### config.mk
export PLATFORM = sky130hd
export DESIGN_NAME = add_stream_accumulator
export DESIGN_NICKNAME = d
export VERILOG_FILES = /design/src/rtl/add_acc_pkg.sv /design/src/rtl/add_acc_counter.sv /design/src/rtl/add_stream_accumulator.sv
export SDC_FILE = /design/constraint.sdc
export NUM_CORES = 1
export LEC_CHECK = 0
export CORE_MARGIN = 2
export CORE_UTILIZATION = 60
export DETAILED_ROUTE_END_ITERATION = 6
export HOLD_SLACK_MARGIN = 0.12
export PLACE_DENSITY = 0.88
export RECOVER_POWER = 50
export SLEW_MARGIN = 20
export SYNTH_ARGS = -nofsm -noshare
export SYNTH_HDL_FRONTEND = slang
export SYNTH_SLANG_ARGS = --single-unit
### constraint.sdc
create_clock -name i_clk -period 6.9 [get_ports i_clk]
set_clock_uncertainty 0.15 [all_clocks]
set_input_delay 1.035 -clock i_clk [delete_from_list [all_inputs] [get_ports i_clk]]
set_output_delay 1.035 -clock i_clk [all_outputs]
set_load 0.05 [all_outputs]
### src/rtl/add_acc_pkg.sv
// add_acc_pkg -- shared types and defaults for the add-result stream
// accumulator. Holds the two-state controller encoding, the default
// parameter values and the fixed width of the per-block word counter.
package add_acc_pkg;

  localparam int DEFAULT_IN_WIDTH  = 35;
  localparam int DEFAULT_ACC_WIDTH = 40;
  localparam int DEFAULT_BLOCK_LEN = 16;

  // Width of the word counter and of o_count; wide enough for BLOCK_LEN up to 255.
  localparam int COUNT_WIDTH = 8;

  typedef enum logic [0:0] {
    ACCUM = 1'b0,
    HOLD  = 1'b1
  } acc_state_e;

endpackage

### src/rtl/add_acc_counter.sv
// add_acc_counter -- counts the words accepted into the current block.
// The count is cleared when the finished block is handed downstream and
// flags the terminal position (BLOCK_LEN-1) so the next accept closes
// the block.
module add_acc_counter
  import add_acc_pkg::*;
#(
  parameter int BLOCK_LEN = DEFAULT_BLOCK_LEN
) (
  input  logic                   i_clk,
  input  logic                   i_rst,
  input  logic                   i_clear,
  input  logic                   i_inc,
  output logic [COUNT_WIDTH-1:0] o_cnt,
  output logic                   o_terminal
);

  localparam logic [COUNT_WIDTH-1:0] TERM_COUNT = COUNT_WIDTH'(BLOCK_LEN - 1);

  // Word counter: clear wins over increment, although the controller never
  // asserts both in the same cycle.
  always_ff @(posedge i_clk or posedge i_rst) begin
    if (i_rst) begin
      o_cnt <= '0;
    end else if (i_clear) begin
      o_cnt <= '0;
    end else if (i_inc) begin
      o_cnt <= o_cnt + 1'b1;
    end
  end

  assign o_terminal = (o_cnt == TERM_COUNT);

endmodule

### src/rtl/add_stream_accumulator.sv
// add_stream_accumulator -- sums a stream of unsigned adder result words
// into blocks of BLOCK_LEN words (or fewer when i_last closes a block early)
// and presents each block sum on a registered valid/ready output.
//
// Optional build macro ADD_ACC_SATURATE_EN: when defined, a block whose sum
// carries out of the accumulator clamps to all-ones for the rest of the
// block; when undefined the sum wraps modulo 2^ACC_WIDTH. In both builds
// o_overflow reports that a carry-out happened during the block.
module add_stream_accumulator
  import add_acc_pkg::*;
#(
  parameter int IN_WIDTH  = DEFAULT_IN_WIDTH,
  parameter int ACC_WIDTH = DEFAULT_ACC_WIDTH,
  parameter int BLOCK_LEN = DEFAULT_BLOCK_LEN
) (
  input  logic                   i_clk,
  input  logic                   i_rst,
  input  logic                   i_valid,
  output logic                   o_ready,
  input  logic [IN_WIDTH-1:0]    i_result,
  input  logic                   i_last,
  output logic                   o_valid,
  input  logic                   i_ready,
  output logic [ACC_WIDTH-1:0]   o_sum,
  output logic [COUNT_WIDTH-1:0] o_count,
  output logic                   o_overflow
);

  acc_state_e             state;
  logic [ACC_WIDTH-1:0]   acc;
  logic                   acc_ovf;
  logic [COUNT_WIDTH-1:0] cnt;
  logic                   cnt_terminal;

  logic                   accept;
  logic                   emit;
  logic                   close_block;
  logic [ACC_WIDTH:0]     wide_sum;
  logic                   carry;
  logic [ACC_WIDTH-1:0]   next_acc;
  logic                   next_ovf;

  // Ready comes from the state alone; it is also held low while reset is
  // asserted so nothing upstream believes a word was taken during reset.
  assign o_ready = (state == ACCUM) && !i_rst;

  assign accept      = i_valid && o_ready;
  assign emit        = o_valid && i_ready;
  assign close_block = accept && (cnt_terminal || i_last);

  // One extra bit on the adder exposes the carry out of the accumulator.
  assign wide_sum = {1'b0, acc} + {{(ACC_WIDTH + 1 - IN_WIDTH){1'b0}}, i_result};
  assign carry    = wide_sum[ACC_WIDTH];
  assign next_ovf = acc_ovf || carry;

`ifdef ADD_ACC_SATURATE_EN
  // Once the block has overflowed the sum is pinned at all-ones until emit.
  assign next_acc = next_ovf ? {ACC_WIDTH{1'b1}} : wide_sum[ACC_WIDTH-1:0];
`else
  assign next_acc = wide_sum[ACC_WIDTH-1:0];
`endif

  add_acc_counter #(
    .BLOCK_LEN (BLOCK_LEN)
  ) u_counter (
    .i_clk      (i_clk),
    .i_rst      (i_rst),
    .i_clear    (emit),
    .i_inc      (accept),
    .o_cnt      (cnt),
    .o_terminal (cnt_terminal)
  );

  // Controller: collect words in ACCUM, park the finished block in HOLD
  // until the downstream side takes it.
  always_ff @(posedge i_clk or posedge i_rst) begin
    if (i_rst) begin
      state <= ACCUM;
    end else begin
      case (state)
        ACCUM:   if (close_block) state <= HOLD;
        HOLD:    if (emit)        state <= ACCUM;
        default: state <= ACCUM;
      endcase
    end
  end

  // Running sum and sticky overflow for the block being collected; both are
  // left alone in HOLD and cleared when the block is emitted.
  always_ff @(posedge i_clk or posedge i_rst) begin
    if (i_rst) begin
      acc     <= '0;
      acc_ovf <= 1'b0;
    end else if (emit) begin
      acc     <= '0;
      acc_ovf <= 1'b0;
    end else if (accept) begin
      acc     <= next_acc;
      acc_ovf <= next_ovf;
    end
  end

  // Registered block result: captured on the closing accept so it appears
  // one cycle later and stays frozen until the emit drops o_valid.
  always_ff @(posedge i_clk or posedge i_rst) begin
    if (i_rst) begin
      o_valid    <= 1'b0;
      o_sum      <= '0;
      o_count    <= '0;
      o_overflow <= 1'b0;
    end else if (close_block) begin
      o_valid    <= 1'b1;
      o_sum      <= next_acc;
      o_count    <= cnt + 1'b1;
      o_overflow <= next_ovf;
    end else if (emit) begin
      o_valid    <= 1'b0;
    end
  end

endmodule

After elaboration in Yosys (flattened, before gate mapping)
Cells that the tools add are included.
- reduce and logical (&&, ||, !) cells: 9
- add/sub/neg operators: 2
- mux-type cells: 11
- eq/ne operators: 1
- bitwise gates (word level): 1
- operators by type and width (cell ; count):
    two-way mux 40 bit ; 2
    adder 40 x 35 -> 41 bit ; 1
    two-way mux 8 bit ; 2
    adder 8 x 1 -> 8 bit (second input constant) ; 1
    equality test 8 x 4 -> 1 bit (second input constant) ; 1
    two-way mux 1 bit ; 6
    logical AND 1 bit ; 4
    nonzero test 2 bit ; 2
    logical OR 1 bit ; 2
    one-hot mux 1 bit (2 select lines) ; 1
    zero test 1 bit ; 1
    NOT 1 bit ; 1
- input bits: 40
- output and inout port bits: 51
- logic and storage cells: 32
- register bits after elaboration: 100

Longest topological paths before layout
Gate-level depths: netlist of run 1.
- depth after elaboration: 6
- gate-level depth with buffers: 9
- gate-level depth less buffers: 9

By module
Synthesis of run 1 repeated with hierarchy kept, for this count alone.
- cells, all modules: 746
- area, all modules: 6314.8 µm²
- modules (own cells, without submodules) (module ; cells each ; seq. area each (µm²) ; times used ; area an instance (µm²)):
    add_stream_accumulator ; 706 ; 2302.2 ; 1 ; 5906.9
    add_acc_counter ; 40 ; 200.2 ; 1 ; 407.9

Least setup slack after synthesis of run 1
No wires, ideal clock.
- path type: in2reg
- start: input i_result[0]
- end: register acc[26]
- setup slack: 3.474 ns
- path buffers: 0
- setup time: 0.122 ns
- data required time: 6.628 ns
- cell stages on the path: 9
- data arrival time: 3.154 ns
- cell sequence: ha_1 -> fa_1 -> a21oi_1 -> o21ai_1 -> a311oi_2 -> nor3_1 -> o211a_1 -> or4_1 -> o2111a_1
- longest elaborated chain between the ends: 3
- ends and longest elaborated chain (item ; RTL line ; text):
    start, declared ; add_stream_accumulator.sv:20 ; input logic [IN_WIDTH-1:0] i_result,
    adder 40 x 35 -> 41 bit ; add_stream_accumulator.sv:52 ; assign wide_sum = {1'b0, acc} + {{(ACC_WIDTH + 1 - IN_WIDTH){1'b0}}, i_result};
    two-way mux 40 bit ; add_stream_accumulator.sv:97 ; end else if (accept) begin
    two-way mux 40 bit ; add_stream_accumulator.sv:94 ; end else if (emit) begin
    end signal, assigned ; add_stream_accumulator.sv:98 ; acc <= next_acc;
    end, declared ; add_stream_accumulator.sv:30 ; logic [ACC_WIDTH-1:0] acc;
Every way passes these cells. The select of a mux whose other input is x is not followed.
A chain may end at the register's enable or synchronous reset.

Final worst setup path of run 1
Same ends and word-level chain as after synthesis.

==> run_results.csv, run 1 <==
group,metric,value,unit
floorplan,dieArea,11850,um^2
logic_synthesis,synth_area_leader_cell,"dfrtp_1",
grt,grt_pass1_wl,29.97,mm
detailed_routing,wl_per_cell,18.12,um
detailed_routing,via_count,6279,
final_layout,finish.utilization,0.7166,
run_status,violations,"max-capacitance violations, max-slew violations",
power,leakage,3.420,nW
placed_design,dpl_cell_area,7531,um^2
clocking,clk_pin_slew,0.10,ns
critical_path,crit_type,"input pin to flop",
timing,tightestPinTransition,2.295,ns
clocking,cts.repair.resized,0,
run_status,outcome,"finished with violations",
critical_path,cp-end-kind,"flop",
grt,grt_overflow,0,
logic_synthesis,yosysUniqueCellTypes,68,
grt,grt.total_usage,0.3203,
grt,antenna_found_initial,0,
detailed_routing,drt_iter0_markers,534,
clocking,cts_hold_buf,0,
timing,whs,0.3242,ns
logic_synthesis,syn_inst,788,
clocking,tritoncts,"done",
detailed_routing,drcViolationCount,0,
floorplan,core-area,10790,um^2
run,max_cap_violations,2,
clocking,cts_buffers,9,
floorplan,initial_core_util,0.6113,
power,ir_drop,275.2,uV
clocking,clock-sinks,100,
final_layout,final_layout_size_suffix_gt1_frac,0.05738,
timing,relSlewSlack,-0.5301,
detailed_routing,antenna_left,0,
clocking,postCtsSetupRepairBufs,0,
placed_design,routabilityCongestion,0.9870,
critical_path,start_kind,"input pin",
logic_synthesis,syn_area_per_cell,8.373,um^2
timing,fmax,0.2596,GHz
floorplan,ios,91,
grt,grt_max_degree,64,
logic_synthesis,ys_seq_area_frac,0.3793,
detailed_routing,first_pass_iters,5,
power,power.total,0.003727,W
floorplan,fp.dieW,108.9,um
min_path,min_path_type,"flop to flop",
critical_path,slowest_delay,0.49,ns
critical_path,worstPathBufferInverterCount,1,
floorplan,rows,38,
timing,timing.setup.tns,0,ns
critical_path,required,7.03,ns
logic_synthesis,synthTopCellsByArea,"dfrtp_1 (38%), nand2_1 (9.3%), ha_1 (6.8%)",
critical_path,path_delay_family,"compound AO/OA/AOI/OAI gates",
timing,fin_crit,3.852,ns
timing,slew_violations,82,
timing,hold_viol,0,
timing,setup_violations,0,
logic_synthesis,synth_top_area_frac,0.3793,
logic_synthesis,netlist_area,6598,um^2
clocking,root_buffer,"clkbuf_8",
critical_path,cpMaxStageDelayCell,"or4_1",
critical_path,crit_chain,"clkdlybuf4s50_1 > ha_1 > fa_1 > a21oi_1 > o21ai_1 > a311oi_2 > nor3_1 > o211a_1 > or4_1 > o2111a_1",
detailed_routing,routed_wl,18.01,mm
power,power.density,481.9,nW/um^2
logic_synthesis,synth_edf_count,0,
timing,min_period_over_period,0.5583,
final_layout,layout.nets,926,
critical_path,crit_fanout,4,
placed_design,io_buffer_count,90,
critical_path,arrival,3.98,ns
floorplan,die_h,108.9,um
clocking,clock_latency,0.39,ns
clocking,cts_buffer_depth,2,
timing,rsz0062_at_grt,"false",
logic_synthesis,synth-async-reset-ratio,1.000,
logic_synthesis,syn_nets,865,
final_layout,antenna_cells,0,
logic_synthesis,synthFlopType,"dfrtp_1",
grt,grt_pass1_vias,6189,
placed_design,dp_hpwl,12.58,mm
logic_synthesis,synth_seq_cells,100,
clocking,h-tree-depth,3,
logic_synthesis,yosys_warnings,0,
final_layout,finalInstanceArea,7734,um^2
detailed_routing,vias_per_cell,6.317,
final_layout,areaGrowthSynthToFinish,17.22,%
-- path summary, 6_finish.rpt --
check / end / from / slack (ns) / cells past startpoint
setup / recovery: acc[26] / i_result[0] / 3.05 / 10
hold / removal: o_sum[9] / o_sum[9] / 0.32 / 2
setup reg to reg: acc[26] / acc[0] / 3.72 / 9
hold reg to reg: o_sum[9] / o_sum[9] / 0.32 / 2
max in group asynchronous: acc[23] / i_rst / 3.75 / 3
min in group asynchronous: state / i_rst / 1.36 / 2
-- flip-flops by register name (all words and copies together), names as in the netlist --
signal	count
state	1
o_count	8
o_sum	40
acc_ovf	1
o_valid	1
u_counter.o_cnt	8
o_overflow	1
acc	40
-- where the power goes --
part	leakage (nW)	switching, W	internal, W
Combinational	2.04	0.00154	0.000791
Sequential	1.27	0.000159	0.000831
Clock	0.108	0.000230	0.000175
-- per-layer routing --
layer  share of wire  track usage
met4           0.020       0.1172
met2            0.47       0.5124
met5               0            0
met3           0.065      0.03885
met1            0.45       0.4480
-- metrics by stage --
stage	std cells	worst slack (ns)
finish	994	3.048
global route	994	2.877
CTS	994	3.080
detailed placement	978	2.711
global placement	978	2.849
floorplan	788	3.096
-- cell families (layout without fill, tap and decap cells) --
logic type	Yosys count	in the layout	synth area share
buffers and inverters	63	129	0.04020
AND/OR/NAND/NOR	323	323	0.2244
AO/OA/AOI/OAI	227	227	0.2333
multiplexers	5	5	0.007776
XOR/XNOR	33	33	0.04381
adder cells (fa/ha/maj)	37	37	0.07131
flip-flops	100	100	0.3793
-- area by class of cell --
type / instances / area, um^2
clock buffers: 9 / 123.9
inverters: 17 / 65.06
flip-flops and latches: 100 / 2502
well taps: 140 / 175.2
multi-input cells: 625 / 3841
fillers: 824 / 3059
repair buffers: 96 / 942.2
clock inverters: 7 / 83.83
-- tightest hold or removal path, cell delays in order (launching register included) --
cell,delay [ns]
dfrtp_1,0.35
nand2_1,0.05
nand2_1,0.05
-- synthesized netlist by cell type (11+ instances only) --
library cell  number
nand2_1          163
dfrtp_1          100
a21oi_1           66
o21ai_0           46
nor2_1            45
ha_1              36
nand3_1           33
clkbuf_1          29
nand4_1           25
a21o_1            19
inv_1             17
xor2_1            17
xnor2_1           16
o211ai_1          13
a211oi_1          12
buf_2             11
-- cells in the final DEF (no fill, tap or decap), drive strengths merged, types with 4 or more instances in the layout --
cell type,count
a21oi,67
nor2,45
nand2,163
o21a,4
a211o,9
xnor2,16
or2,4
or4,4
xor2,17
a31oi,7
a211oi,15
o21ai,57
clkdlybuf4s50,73
a2111o,4
dlygate4sd3,17
a21o,20
or3,6
o21bai,7
nand3,33
nand4,25
clkbuf,10
dfrtp,100
inv,19
mux2i,4
ha,36
buf,5
o211ai,14
nand2b,6
nor3,8
and2,10
and3,11
(Power assumes the default switching activity.)
==> run 2: changes to the inputs <==
--- a/config.mk
+++ b/config.mk
@@ -6,10 +6,10 @@
 export NUM_CORES = 1
 export LEC_CHECK = 0
 export CORE_MARGIN = 2
-export CORE_UTILIZATION = 60
+export CORE_UTILIZATION = 56
 export DETAILED_ROUTE_END_ITERATION = 6
 export HOLD_SLACK_MARGIN = 0.12
-export PLACE_DENSITY = 0.88
+export PLACE_DENSITY = 0.83
 export RECOVER_POWER = 50
 export SLEW_MARGIN = 20
 export SYNTH_ARGS = -nofsm -noshare
==> constraint.sdc (replaced) <==
create_clock -name i_clk -period 3.7 [get_ports i_clk]
set_clock_uncertainty 0.15 [all_clocks]
set_input_delay 0.555 -clock i_clk [delete_from_list [all_inputs] [get_ports i_clk]]
set_output_delay 0.555 -clock i_clk [all_outputs]
set_load 0.05 [all_outputs]
==> run_results.csv, run 2 (synthesized netlist as in run 1, its figures left out) <==
group,metric,value,unit
run_status,outcome,"finished with violations",
run_status,violations,"max-capacitance violations, max-slew violations",
critical_path,crit_type,"input pin to flop",
critical_path,crit_fanout,5,
min_path,min_path_type,"flop to flop",
grt,antenna_found_initial,0,
timing,fmax,0.3077,GHz
timing,fin_crit,3.250,ns
clocking,root_buffer,"clkbuf_16",
final_layout,layout.nets,940,
detailed_routing,via_count,6318,
detailed_routing,drt_iter0_markers,558,
grt,grt_max_degree,62,
floorplan,core-area,11470,um^2
placed_design,dp_slack,0.1082,ns
floorplan,initial_core_util,0.5753,
final_layout,reg_top3,"acc (40), o_sum (40)",
detailed_routing,first_pass_iters,5,
timing,hold_viol,0,
placed_design,io_buffer_count,90,
critical_path,cp-end-kind,"flop",
detailed_routing,wl_per_cell,18.46,um
timing,setup_violations,0,
clocking,postCtsSetupRepairBufs,0,
timing,slew_violations,41,
critical_path,arrival,3.34,ns
timing,relSlewSlack,-0.1816,
floorplan,fp.dieW,112.5,um
grt,grt_pass1_vias,6205,
detailed_routing,routed_wl,18.66,mm
clocking,clock-sinks,100,
power,leakage,3.551,nW
detailed_routing,drcViolationCount,0,
clocking,cts.repair.resized,0,
grt,grt_pass1_wl,30.71,mm
grt,grt_use_met1,0.4278,
floorplan,rows,39,
clocking,clock_latency,0.36,ns
final_layout,final_common_cell,"nand2_1",
final_layout,antenna_cells,0,
grt,grt_overflow,0,
timing,worst_slack,0.4496,ns
floorplan,dieArea,12670,um^2
power,power.density,916.5,nW/um^2
power,ir_drop,575.5,uV
clocking,clk_pin_slew,0.07,ns
clocking,cts_hold_buf,0,
timing,min_period_over_period,0.8785,
grt,use_met3,0.06048,
critical_path,required,3.79,ns
placed_design,dp_hpwl,13.47,mm
critical_path,start_kind,"input pin",
clocking,cts_buffers,9,
final_layout,final_layout_size_suffix_gt1_frac,0.07143,
timing,timing.setup.tns,0,ns
detailed_routing,vias_per_cell,6.249,
timing,rsz0062_at_grt,"false",
grt,busiest_layer,"met2",
floorplan,die_h,112.5,um
final_layout,mostFrequentLayoutCells,"nand2_1 (163), dfrtp_1 (100), a21oi_1 (66), clkdlybuf4s50_1 (66), o21ai_0 (46)",
grt,use_met2,0.4691,
grt,grt.total_usage,0.2996,
timing,tightestPinTransition,1.763,ns
detailed_routing,antenna_left,0,
final_layout,fill_cells,912,
clocking,tritoncts,"done",
placed_design,routabilityCongestion,0.9431,
floorplan,ios,91,
run,max_cap_violations,1,
final_layout,areaGrowthSynthToFinish,20.35,%
clocking,h-tree-depth,3,
clocking,cts_buffer_depth,2,
run 2: power breakdown:
part / total (W) / switching, W / internal (W)
clock: 0.000991 / 0.000441 / 0.000550
combinational: 0.00443 / 0.00289 / 0.00153
sequential: 0.00186 / 0.000306 / 0.00155
total: 0.00728 / 0.00364 / 0.00364
run 2: metal layers:
| layer | vias up | part of all wire |
|---|---|---|
| li1 | 2972 | - |
| met1 | 3075 | 0.45 |
| met3 | 22 | 0.069 |
| met2 | 249 | 0.47 |
| met5 | - | 0 |
| met4 | 0 | 0.013 |
run 2: worst max-delay path, stage by stage:
cell	delay [ns]
clkdlybuf4s50_1	0.41
ha_1	0.25
fa_1	0.42
a21oi_1	0.22
buf_4	0.15
o21a_1	0.16
o2111ai_2	0.21
a21o_2	0.29
o21ai_1	0.20
a211o_1	0.16
mux2_1	0.33
run 2: area by class of cell:
cell class              count  area, um^2  share of cell area
repair buffers            110        1051              0.1324
inverters                  17       65.06            0.008194
flip-flops and latches    100        2502              0.3152
clock buffers              12       246.5             0.03104
well taps                 143       178.9             0.02253
clock inverters             4       55.05            0.006933
multi-input cells         625        3841              0.4838
run 2: final timing paths:
kind                             endpoint  slack [ns]         from  depth (start not counted)
max in group asynchronous       o_sum[14]        0.79        i_rst                          3
worst max-delay path              acc[36]        0.45  i_result[0]                         11
min in group asynchronous           state        0.97        i_rst                          2
worst min-delay path            o_sum[11]        0.32    o_sum[11]                          2
worst max register to register    acc[36]        0.67       acc[0]                         10
worst min register to register  o_sum[11]        0.32    o_sum[11]                          2
run 2: per-stage QoR:
step	utilization	hold slack, ns	cells	area (um^2)	power, W
after global placement	0.6673	0.3079	995	7652	0.006137
after CTS	0.6936	0.3326	1011	7954	0.007290
after detailed placement	0.6673	0.3115	995	7652	0.006272
final	0.6924	0.3235	1011	7940	0.007277
after global routing	0.6924	0.3530	1011	7940	0.007766
after floorplan	-	0.2980	788	6598	0.004990
==> run 3: changes to the inputs <==
--- a/config.mk
+++ b/config.mk
@@ -6,11 +6,12 @@
 export NUM_CORES = 1
 export LEC_CHECK = 0
 export CORE_MARGIN = 2
-export CORE_UTILIZATION = 56
+export CORE_UTILIZATION = 51
 export DETAILED_ROUTE_END_ITERATION = 6
 export HOLD_SLACK_MARGIN = 0.12
-export PLACE_DENSITY = 0.83
+export PLACE_DENSITY = 0.8
 export RECOVER_POWER = 50
+export SETUP_SLACK_MARGIN = 0.3
 export SLEW_MARGIN = 20
 export SYNTH_ARGS = -nofsm -noshare
 export SYNTH_HDL_FRONTEND = slang
==> constraint.sdc (replaced) <==
create_clock -name i_clk -period 2.79 [get_ports i_clk]
set_clock_uncertainty 0.15 [all_clocks]
set_input_delay 0.4185 -clock i_clk [delete_from_list [all_inputs] [get_ports i_clk]]
set_output_delay 0.4185 -clock i_clk [all_outputs]
set_load 0.05 [all_outputs]
==> run_results.csv, run 3 (synthesized netlist as in run 1, its figures left out) <==
group,metric,value,unit
critical_path,cp-end-kind,"flop",
power,seq_power_share,0.197,
final_layout,mostFrequentLayoutCells,"nand2_1 (160), buf_4 (151), dfrtp_1 (100)",
clocking,tritoncts,"done",
timing,fin_crit,2.806,ns
grt,grt_pass1_wl,35.49,mm
detailed_routing,vias_per_cell,6.447,
critical_path,arrival,2.95,ns
final_layout,areaGrowthSynthToFinish,54.52,%
critical_path,cpMaxStageDelayCell,"dfrtp_1",
critical_path,worstPathBufferInverterCount,3,
grt,grt_max_degree,101,
power,p_clk_frac,0.099,
timing,worst_slack,-0.01631,ns
timing,hold_viol,0,
detailed_routing,dr.max_layer_used,"met4",
critical_path,start_kind,"flop",
run,max_cap_violations,0,
run_status,outcome,"finished with violations",
timing,fmax,0.3563,GHz
detailed_routing,via_count,7743,
detailed_routing,route.met3.wl,2.426,mm
power,switchingPower,0.006457,W
detailed_routing,drt_iter0_markers,1002,
timing,rsz0062_at_grt,"true",
clocking,clk_pin_slew,0.08,ns
power,ir_drop,704.6,uV
timing,relSlewSlack,0.07575,
critical_path,crit_fanout,3,
detailed_routing,first_pass_iters,6,
floorplan,initial_core_util,0.5228,
power,switching_share,0.4946,
timing,setup_violations,2,
clocking,cts_buffer_depth,2,
critical_path,slowest_delay,0.41,ns
clocking,cts_hold_buf,0,
floorplan,ios,91,
detailed_routing,drcViolationCount,0,
timing,timing.setup.tns,-0.03213,ns
detailed_routing,antenna_left,0,
critical_path,crit_chain,"ha_4 > fa_2 > a21oi_4 > o21a_1 > buf_4 > buf_6 > buf_6 > o211ai_1 > o21bai_1 > a21oi_1 > nand3b_1 > a21oi_1",
detailed_routing,routed_wl,26.26,mm
power,power.density,1281,nW/um^2
timing,min_period_over_period,1.006,
clocking,root_buffer,"clkbuf_16",
placed_design,io_buffer_count,90,
detailed_routing,wl_met2,12.10,mm
floorplan,fp.dieW,117.7,um
critical_path,path_delay_family,"compound AO/OA/AOI/OAI gates",
final_layout,layout.nets,1101,
final_layout,final_common_cell,"nand2_1",
grt,antenna_found_initial,0,
grt,grt.total_usage,0.3147,
grt,grt_pass1_vias,7110,
timing,slew_violations,0,
power,intPower,0.006599,W
timing,tightestPinTransition,1.386,ns
critical_path,required,2.93,ns
power,leakage,4.506,nW
floorplan,dieArea,13860,um^2
detailed_routing,wl_per_cell,21.87,um
run_status,violations,"negative setup slack",
final_layout,final_layout_size_suffix_gt1_frac,0.3149,
floorplan,core-area,12620,um^2
floorplan,die_h,117.7,um
final_layout,reg_top3,"acc (40), o_sum (40)",
floorplan,rows,41,
placed_design,dp_hpwl,14.03,mm
clocking,clock_latency,0.38,ns
clocking,clock-sinks,100,
placed_design,routabilityCongestion,0.9626,
clocking,h-tree-depth,3,
grt,grt_overflow,0,
clocking,cts_buffers,9,
final_layout,antenna_cells,0,
min_path,min_path_type,"flop to flop",
detailed_routing,m1WireLength,10.05,mm
power,power.total,0.01306,W
critical_path,crit_type,"flop to flop",
power,pwr-share-comb,0.703,
-- run 3: cell count changes in the layout (fill, tap and decap cells not counted), sizes merged --
cell,before,now
dlygate4sd3,24,21
dlymetal6s2s,0,6
clkinv,1,3
bufinv,1,0
o21ai,57,58
clkdlybuf4s50,66,45
clkbuf,13,12
clkinvlp,1,3
buf,19,178
dlygate4sd2,0,17
-- run 3: area by class of cell --
cell class	instances	area (um^2)
Tap cell	172	215.2
Timing Repair Buffer	270	2360
Fill cell	685	2425
Clock buffer	9	225.2
Inverter	17	67.56
Clock inverter	7	71.32
Multi-Input combinational cell	626	4753
Sequential cell	100	2502
-- run 3: through the flow --
step	utilization	std cells	area (um^2)	setup WS [ns]	hold slack (ns)
after floorplan	-	788	6649	0.09909	0.3005
after global placement	0.6870	1145	8670	-0.4445	0.3083
after detailed placement	0.6870	1145	8670	-0.5393	0.3122
after CTS	0.7646	1183	9649	0.1558	0.3322
after global routing	0.8079	1201	10190	-0.1311	0.3533
final	0.8079	1201	10190	-0.01631	0.3254
-- run 3: repair_timing --
item / 4_1_cts / 5_1_grt
setup endpoints to repair: 59 / 59
pin swaps: 70 / 57
cloned: 0 / 1
setup buffers: 22 / 17
gates resized for setup: 106 / 84
-- run 3: final timing paths --
| kind | end | cells past startpoint | slack [ns] | from |
|---|---|---|---|---|
| min in group asynchronous | acc[1] | 3 | 0.92 | i_rst |
| hold reg to reg | o_count[4] | 2 | 0.33 | o_count[4] |
| hold / removal | o_count[4] | 2 | 0.33 | o_count[4] |
| setup reg to reg | acc[16] | 12 | -0.02 | acc[0] |
| max in group asynchronous | acc[14] | 3 | 0.72 | i_rst |
| setup / recovery | acc[16] | 12 | -0.02 | acc[0] |
-- run 3: tightest hold or removal path, delay by kind of cell, from the launching register on --
kind               cells  cell delay (ns)
AOI/OAI and AO/OA      1             0.06
and+or+nand+nor        1             0.05
DFF                    1             0.34
-- run 3: per-layer routing --
metal,vias to the layer above,global-route usage
li1,3297,-
met1,3700,0.4155
met2,579,0.5076
met3,167,0.05184
met4,0,0.1446
met5,-,0
-- run 3: power groups by stage --
stage	sequential, W	combinational (W)	clock [W]
floorplan	0.00348	0.00320	0
global placement	0.00247	0.00679	0
detailed placement	0.00249	0.00692	0
CTS	0.00253	0.00776	0.00129
global route	0.00263	0.00959	0.00135
finish	0.00257	0.00918	0.00130
==> patch, RTL diff (settings of run 2) <==
The option `ADD_ACC_SATURATE_EN` is turned on by a define.
--- a/src/rtl/add_stream_accumulator.sv
+++ b/src/rtl/add_stream_accumulator.sv
@@ -6,6 +6,8 @@
 // carries out of the accumulator clamps to all-ones for the rest of the
 // block; when undefined the sum wraps modulo 2^ACC_WIDTH. In both builds
 // o_overflow reports that a carry-out happened during the block.
+`define ADD_ACC_SATURATE_EN
+
 module add_stream_accumulator
   import add_acc_pkg::*;
 #(
Function: same outputs for any inputs over 4 cycles, from zero or initial values and one cycle with i_rst high; that may be too few to reach the edited logic, so the function may still have changed.
==> patch against run 2 <==
- the flow still finishes with violations (capacitance limit, slew limit)
- setup slack worse by 0.19 ns
- global-route usage is 2.1 points lower
- cell area is 6.1% lower
- wire length is 15% lower
- power is 3.8% higher
- combinational power is 9.5% higher
- area after synthesis is 7.7% lower
- sequential share of layout area is 2.0 points higher
- sequential cell count stayed put
- hold slack better by 0.042 ns
- die area is 7.4% lower
- largest cell class unchanged
- critical path depth is 2 higher
- critical endpoint is now acc[26]
==> patch: results <==
export IMPL_status="complete, but fails checks"
export IMPL_violations="capacitance limit, slew limit"
export IMPL_placed_cell_area_mm2=0.00726
export IMPL_worst_hold_path_endpoint="state"
export IMPL_synthTopCellsByArea="sky130_fd_sc_hd__dfrtp_1, sky130_fd_sc_hd__nor2_1, sky130_fd_sc_hd__a21oi_1"
export IMPL_maximum_number_of_pins_on_one_net_before_global_route_repair=56
export IMPL_clock_tree_root_cell="sky130_fd_sc_hd__clkbuf_8"
export IMPL_num_nonclk_buffers=114
export IMPL_final_nets=866
export IMPL_postSynthAreaPerCell_um2=8.66
export IMPL_gp_congestion=0.956
export IMPL_detail_route_wirelength_um=15900
export IMPL_inverters_excl_clock=12
export IMPL_drive_gt1_share_pct=6.93
export IMPL_drv_slew=86
export IMPL_grt_pass1_wl_um=25800
export IMPL_num_fill_cells=841
export IMPL_max_cap_viol_count=2
export IMPL_global_route_usage_met2_pct=45.3
export IMPL_globalRouteMet3Util_pct=3.50
export IMPL_seq_power_mw=1.95
export IMPL_rrSetupSlack_ns=0.50
export IMPL_synthAdderAreaFrac_pct=7.73
export IMPL_hold_path_cell_count=1
export IMPL_post_synthesis_compound_gate_area_fraction_pct=23.2
export IMPL_worst_path_max_delay_cell="sky130_fd_sc_hd__clkdlybuf4s50_1"
export IMPL_power_clock_total_uw=756
export IMPL_hold_path_startpoint="state"
export IMPL_timing_hold_ws_ns=0.365
export IMPL_drt_iter0_markers=275
export IMPL_non_clock_buffer_area_share_pct=15.3
export IMPL_hpwl_um=11400
export IMPL_timing_critical_path_fanout_max=4
export IMPL_wl_per_cell_um=17.0
export IMPL_worst_ir_drop_vdd_mv=0.435
export IMPL_number_of_global_route_vias_before_repair=5373
==> patch: worst reg2reg max path, delay by kind of cell (launching register included) <==
| family | cells | cell delay [ns] |
|---|---|---|
| AOI/OAI and AO/OA | 7 | 1.51 |
| and+or+nand+nor | 2 | 0.29 |
| adders and majority gates | 2 | 0.61 |
| xor gates and xnor gates | 1 | 0.14 |
| DFF | 1 | 0.39 |
==> patch: how the worst max path moves through the flow <==
| stage | from | to | slack, ns | cells after the start |
|---|---|---|---|---|
| after floorplan | i_rst | acc[0] | 0.38 | 1 |
| after global placement | i_result[0] | acc[34] | 0.04 | 13 |
| after detailed placement | i_result[0] | acc[26] | -0.05 | 13 |
| after CTS | i_result[0] | acc[26] | 0.34 | 13 |
| after global routing | i_result[0] | acc[26] | 0.13 | 13 |
| final | i_result[0] | acc[26] | 0.26 | 13 |
